==> config.mk <==
export PLATFORM = sky130hd
export DESIGN_NAME = can_crc_seq
export DESIGN_NICKNAME = d
export VERILOG_FILES = /design/src/rtl/can_pkg.sv /design/src/rtl/can_crc15_lfsr.sv /design/src/rtl/can_crc_seq.sv
export SDC_FILE = /design/constraint.sdc
export NUM_CORES = 1
export LEC_CHECK = 0
export ABC_AREA = 1
export CORE_ASPECT_RATIO = 2
export CORE_MARGIN = 3
export CORE_UTILIZATION = 44
export DETAILED_ROUTE_END_ITERATION = 10
export PLACE_DENSITY_LB_ADDON = 0.1
export SLEW_MARGIN = 20
export SYNTH_ARGS = -nofsm -noshare
export SYNTH_HDL_FRONTEND = slang
export SYNTH_HIERARCHICAL = 1
export SYNTH_SLANG_ARGS = --single-unit
==> constraint.sdc <==
create_clock -name clk -period 4.1 [get_ports clk]
set_input_delay 0.82 -clock clk [delete_from_list [all_inputs] [get_ports clk]]
set_output_delay 0.82 -clock clk [all_outputs]
set_load 0.005 [all_outputs]
==> src/rtl/can_pkg.sv <==
// Shared CAN definitions: CRC-15 polynomial/width, bit-counter width and the
// CRC sequencer FSM state type.
package can_pkg;

    localparam int unsigned CRC15_W = 15;
    localparam logic [CRC15_W-1:0] CRC15_POLY = 15'h4599;
    localparam int unsigned CNT_W = 4;
    localparam logic [CNT_W-1:0] CRC_LAST_IDX = 4'd14;

    typedef enum logic [1:0] {
        ST_IDLE    = 2'd0,
        ST_PAYLOAD = 2'd1,
        ST_CRC     = 2'd2,
        ST_DELIM   = 2'd3
    } can_state_e;

endpackage

==> src/rtl/can_crc15_lfsr.sv <==
// CAN CRC-15 generator: MSB-first Galois LFSR, polynomial CRC15_POLY, init 0.
// Ports:
//   clk, rst_n : clock, async active-low reset (crc -> 0)
//   clear      : synchronous clear to 0 (priority over enable)
//   enable     : consume din this cycle
//   din        : serial input bit
//   crc        : current CRC register
module can_crc15_lfsr
    import can_pkg::*;
(
    input  logic               clk,
    input  logic               rst_n,
    input  logic               clear,
    input  logic               enable,
    input  logic               din,
    output logic [CRC15_W-1:0] crc
);

    logic fb;

    assign fb = din ^ crc[CRC15_W-1];

    // Shift left, fold polynomial in when feedback is set
    always_ff @(posedge clk or negedge rst_n) begin
        if (!rst_n) begin
            crc <= '0;
        end else if (clear) begin
            crc <= '0;
        end else if (enable) begin
            crc <= {crc[CRC15_W-2:0], 1'b0} ^ (fb ? CRC15_POLY : CRC15_W'(0));
        end
    end

endmodule

==> src/rtl/can_crc_seq.sv <==
// CAN CRC sequencer: passes the destuffed payload to tx_bit while accumulating
// CRC-15, then shifts the CRC out MSB first, then drives the recessive CRC
// delimiter and pulses done. All sequencing advances on bit_tick only; abort
// returns to IDLE at once and keeps the CRC for inspection.
// Ports:
//   clk, rst_n        : clock, async active-low reset
//   bit_tick          : one-clk pulse per CAN bit time
//   frame_start       : start a frame (accepted only in IDLE)
//   abort             : level, terminates the frame (wins over frame_start)
//   in_bit, in_last   : payload bit and last-CRC-covered-bit qualifier
//   in_ready          : high in PAYLOAD
//   tx_bit            : registered transmit bit, recessive 1 when idle
//   crc_out           : current CRC register
//   busy, done        : not-IDLE flag, one-clk pulse on delimiter exit
// Optional macro CAN_CRC_SEQ_RX_CHECK_EN adds:
//   rx_bit            : sampled bus bit, compared against each sent CRC bit
//   crc_err           : sticky mismatch flag, cleared by accepted frame_start
module can_crc_seq
    import can_pkg::*;
(
    input  logic               clk,
    input  logic               rst_n,
    input  logic               bit_tick,
    input  logic               frame_start,
    input  logic               abort,
    input  logic               in_bit,
    input  logic               in_last,
    output logic               in_ready,
    output logic               tx_bit,
    output logic [CRC15_W-1:0] crc_out,
    output logic               busy,
    output logic               done
`ifdef CAN_CRC_SEQ_RX_CHECK_EN
    ,
    input  logic               rx_bit,
    output logic               crc_err
`endif
);

    can_state_e       state, state_nxt;
    logic [CNT_W-1:0] cnt, cnt_nxt;
    logic [CNT_W-1:0] crc_idx;
    logic             tx_nxt;
    logic             done_nxt;
    logic             crc_clr;
    logic             crc_en;
    logic             crc_bit;
`ifdef CAN_CRC_SEQ_RX_CHECK_EN
    logic             err_nxt;
`endif

    // CRC bits go out MSB first: index 14 down to 0
    assign crc_idx = CRC_LAST_IDX - cnt;
    assign crc_bit = crc_out[crc_idx];

    can_crc15_lfsr u_lfsr (
        .clk    (clk),
        .rst_n  (rst_n),
        .clear  (crc_clr),
        .enable (crc_en),
        .din    (in_bit),
        .crc    (crc_out)
    );

    // State, counter and output registers
    always_ff @(posedge clk or negedge rst_n) begin
        if (!rst_n) begin
            state    <= ST_IDLE;
            cnt      <= '0;
            tx_bit   <= 1'b1;
            done     <= 1'b0;
            busy     <= 1'b0;
            in_ready <= 1'b0;
        end else begin
            state    <= state_nxt;
            cnt      <= cnt_nxt;
            tx_bit   <= tx_nxt;
            done     <= done_nxt;
            busy     <= (state_nxt != ST_IDLE);
            in_ready <= (state_nxt == ST_PAYLOAD);
        end
    end

`ifdef CAN_CRC_SEQ_RX_CHECK_EN
    // Sticky CRC readback error
    always_ff @(posedge clk or negedge rst_n) begin
        if (!rst_n) begin
            crc_err <= 1'b0;
        end else begin
            crc_err <= err_nxt;
        end
    end
`endif

    // Next-state and output decode
    always_comb begin
        state_nxt = state;
        cnt_nxt   = cnt;
        tx_nxt    = tx_bit;
        done_nxt  = 1'b0;
        crc_clr   = 1'b0;
        crc_en    = 1'b0;
`ifdef CAN_CRC_SEQ_RX_CHECK_EN
        err_nxt   = crc_err;
`endif
        if (abort) begin
            // CRC register is left untouched for debug
            state_nxt = ST_IDLE;
            cnt_nxt   = '0;
            tx_nxt    = 1'b1;
        end else begin
            case (state)
                ST_IDLE: begin
                    tx_nxt = 1'b1;
                    if (frame_start) begin
                        state_nxt = ST_PAYLOAD;
                        cnt_nxt   = '0;
                        crc_clr   = 1'b1;
`ifdef CAN_CRC_SEQ_RX_CHECK_EN
                        err_nxt   = 1'b0;
`endif
                    end
                end
                ST_PAYLOAD: begin
                    if (bit_tick) begin
                        crc_en = 1'b1;
                        tx_nxt = in_bit;
                        if (in_last) begin
                            state_nxt = ST_CRC;
                        end
                    end
                end
                ST_CRC: begin
                    if (bit_tick) begin
                        tx_nxt = crc_bit;
`ifdef CAN_CRC_SEQ_RX_CHECK_EN
                        if (rx_bit != crc_bit) begin
                            err_nxt = 1'b1;
                        end
`endif
                        if (cnt == CRC_LAST_IDX) begin
                            state_nxt = ST_DELIM;
                            cnt_nxt   = '0;
                        end else begin
                            cnt_nxt = cnt + CNT_W'(1);
                        end
                    end
                end
                ST_DELIM: begin
                    if (bit_tick) begin
                        tx_nxt    = 1'b1;
                        done_nxt  = 1'b1;
                        state_nxt = ST_IDLE;
                    end
                end
                default: begin
                    state_nxt = ST_IDLE;
                    tx_nxt    = 1'b1;
                end
            endcase
        end
    end

endmodule
==> summary.md <==
### Detailed routing
* **total iterations of the first detailed-routing run** 4
* **vias** 1412
* **DR DRC count** 0
* **routed wire length** 3.640 mm
* **DRC violation total after the first TritonRoute iteration** 45
* **post-route ant nets** 0
* **via-per-instance ratio** 5.494
* **WL/cell** 14.16 um

### Synth
* **fraction of synthesized cell area taken by the top area cell type** 39.12%
* **Synth area leaders** dfrtp_1 (39%), nand2_1 (13%), nand3_1 (12%)
* **most frequently used flop master after synthesis** dfrtp_1
* **count of synthesis-stage warnings from yosys** 6
* **number of nets in the synthesized netlist** 214
* **proportion of synthesized flip-flops having asynchronous set or reset** 100.0%
* **post-synthesis cell count** 199
* **commonest cells in the synthesized netlist** nand2_1 (54), nand3_1 (37), inv_1 (29)
* **share of synthesized area occupied by flip-flops and latches** 40.83%
* **Post-synth EDFFs** 0
* **number of distinct library cells after synthesis** 30
* **post-synth top area cell** dfrtp_1
* **mean instance size in the synthesized netlist** 7.715 um2
* **number of storage elements in the synthesis netlist** 25
* **leading cell type by number of instances after synthesis** nand2_1
* **Post-Syn Area** 0.001535 mm2

### Cells and area
* **final core utilization** 56.51%
* **relative area change from synthesis to final layout** 20.21%
* **final antenna diode count** 0
* **fraction of final layout cells sized beyond drive strength 1** 8.850%
* **post-route cell area** 0.001846 mm2
* **post-layout net count** 242

### Worst setup path
* **number of buffer and inverter stages on the critical path** 3
* **kind of cell adding the most delay to the critical path** buffers and inverters
* **Worst EP required** 4.25 ns
* **Crit Path Category** in2reg
* **CP endpoint kind** flop
* **startpoint type of the worst setup path** primary input
* **slowest stage cell, crit path** nor3_1
* **CP arrival** 2.44 ns
* **delay contributed by the slowest stage of the critical path** 0.60 ns
* **cell-by-cell listing of the critical path** clkdlybuf4s50_1, inv_1, nor3_1, nor2_4, inv_2, o22ai_1
* **maximum fanout encountered on the critical timing path** 9
* **Critical Path Start** bit_tick
* **source of the worst register-to-register timing path** cnt[0]

### Timing
* **peak clock frequency supported by timing** 437.1 MHz
* **Final Setup Violations** 0
* **worst slew margin relative to its limit** 52.31%
* **pins over their slew limit** 0
* **unrepaired setup endpoints after global routing** false
* **min Tclk post-route** 2.288 ns
* **setup total negative slack** 0 ns
* **Fin Clk Skew** 0.003217 ns
* **Tcrit/Tclk final** 55.79%
* **transition time of the tightest slew-check pin** 0.7099 ns
* **number of hold violations in the final report** 0

### Place
* **last weighted congestion value of the routability-driven placer** 0.8390
* **dpl hpwl** 2.903 mm
* **# port buffers** 25
* **placed standard-cell area** 0.001800 mm2

### Worst hold path
* **worst min path class** reg2reg
* **launch instance of the worst min-delay path** tx_bit

### Clock tree
* **insertion delay of the later-clocked pin in the worst-skew pair** 0.27 ns
* **buffers inserted by post-CTS timing repair** 0
* **number of buffers on the longest clock path** 2
* **number of instances resized during post-cts repair** 0
* **CTS Root Cell** clkbuf_8
* **sinks on the clock net** 25
* **CTS clock-pin slew for the worst setup and hold paths** 0.08 ns
* **TritonCTS clock tree** done
* **Num CTS Buffers** 3
* **H-tree lvl count** 1
* **number of hold-repair buffers added at the cts stage** 0

### GRT
* **Overflow after GRT** 0
* **number of antenna violations at the first check in global routing** 0
* **pin count of the biggest net entering global routing** 26
* **global routing usage summed across all routing layers** 19.76%
* **vias in the first global route** 1471
* **first-pass GRT wire length** 6.161 mm

### Floorplanning
* **top-level port count** 26
* **number of cell rows** 29
* **die height** 89.54 um
* **core area** 0.003266 mm2
* **Initial Utilization** 47.01%
* **overall die area** 0.004277 mm2
* **die width** 47.77 um

### Power
* **Sw Ratio** 29.63%
* **internal portion of total power** 0.0004062 W
* **reported net switching power** 0.0001710 W
* **clock share of power** 24.5%
* **largest voltage drop on the vdd net** 0.2044 mV
* **Combinational Power Share** 24.9%
* **power density over cell area** 312.8 mW/mm2
* **total leakage power** 0.8729 nW
* **sequential power share** 50.6%

### Outcome
* **result of the run** finished clean

### Flow run
* **Max-Cap Viols** 0

-- tightest hold or removal path, cell delays in order, from the launching register on --
cell     delay [ns]
dfstp_2        0.37
nor2_1         0.09
a21oi_1        0.05
-- layout make-up --
cell class / instances / area [um2]
clock buffers: 4 / 45.04
fillers: 326 / 1420
repair buffers: 25 / 245.2
flip-flops and latches: 25 / 626.9
multi-input cells: 139 / 760.7
well taps: 31 / 38.79
inverters: 33 / 128.9
-- final timing paths --
path	endpoint	slack, ns	cells past startpoint
min in group asynchronous	in_ready	0.53	1
worst min-delay path	tx_bit	0.51	2
worst max-delay path	u_lfsr/crc[12]	1.81	6
worst min register to register	tx_bit	0.51	2
worst max register to register	tx_bit	2.04	8
max in group asynchronous	tx_bit	3.20	1
-- per-stage QoR --
stage	hold slack, ns	worst slack (ns)	power [W]	std cells
3_3_place_gp	0.4960	1.617	0.0004395	253
4_1_cts	0.5217	1.826	0.0005845	257
3_5_place_dp	0.5095	1.528	0.0004409	253
2_1_floorplan	0.4903	2.248	0.0003673	199
5_1_grt	0.5458	1.695	0.0006135	257
6_report	0.5134	1.812	0.0005773	257
-- per-layer routing --
metal	global-route usage, %	part of all wire (%)	up-vias
li1	-	-	702
met3	2.419	3.1	9
met5	0	0	-
met2	37.15	56	45
met4	8.578	2.6	0
met1	19.92	38	656
-- cell usage in the layout (no fill, tap or decap), types with 2 or more instances in the layout --
| master | count |
|---|---|
| inv_2 | 2 |
| o22ai_1 | 5 |
| nand2_1 | 54 |
| clkbuf_8 | 3 |
| nand3b_1 | 2 |
| inv_1 | 29 |
| o21ai_1 | 4 |
| dfrtp_1 | 24 |
| nand3_1 | 37 |
| o21ai_0 | 3 |
| o21ai_2 | 4 |
| nor3_1 | 2 |
| clkdlybuf4s50_1 | 24 |
| a21oi_1 | 2 |
| nand2_2 | 2 |
| ha_1 | 8 |
| nor2_1 | 6 |
-- power groups by stage --
stage	clock, W	sequential [W]	combinational [W]
finish	0.000142	0.000292	0.000144
global route	0.000158	0.000295	0.000160
CTS	0.000148	0.000292	0.000145
detailed placement	0	0.000297	0.000144
global placement	0	0.000297	0.000142
floorplan	0	0.000292	0.0000754
-- logic make-up (layout without fill, tap and decap cells) --
family | after synthesis | in the layout | synth area share (%)
AND/OR/NAND/NOR | 109 | 109 | 32.93
buffers and inverters | 35 | 62 | 9.617
flip-flops | 25 | 25 | 40.83
AO/OA/AOI/OAI | 21 | 21 | 9.535
adder cells (fa/ha/maj) | 8 | 8 | 6.520
XOR/XNOR | 1 | 1 | 0.5706
-- registers in the layout, indices dropped and copies added, names as in the netlist --
register    count
in_ready        1
busy            1
done            1
u_lfsr/crc     15
tx_bit          1
state           2
cnt             4
Note: power is estimated with default switching activity, not from simulation.
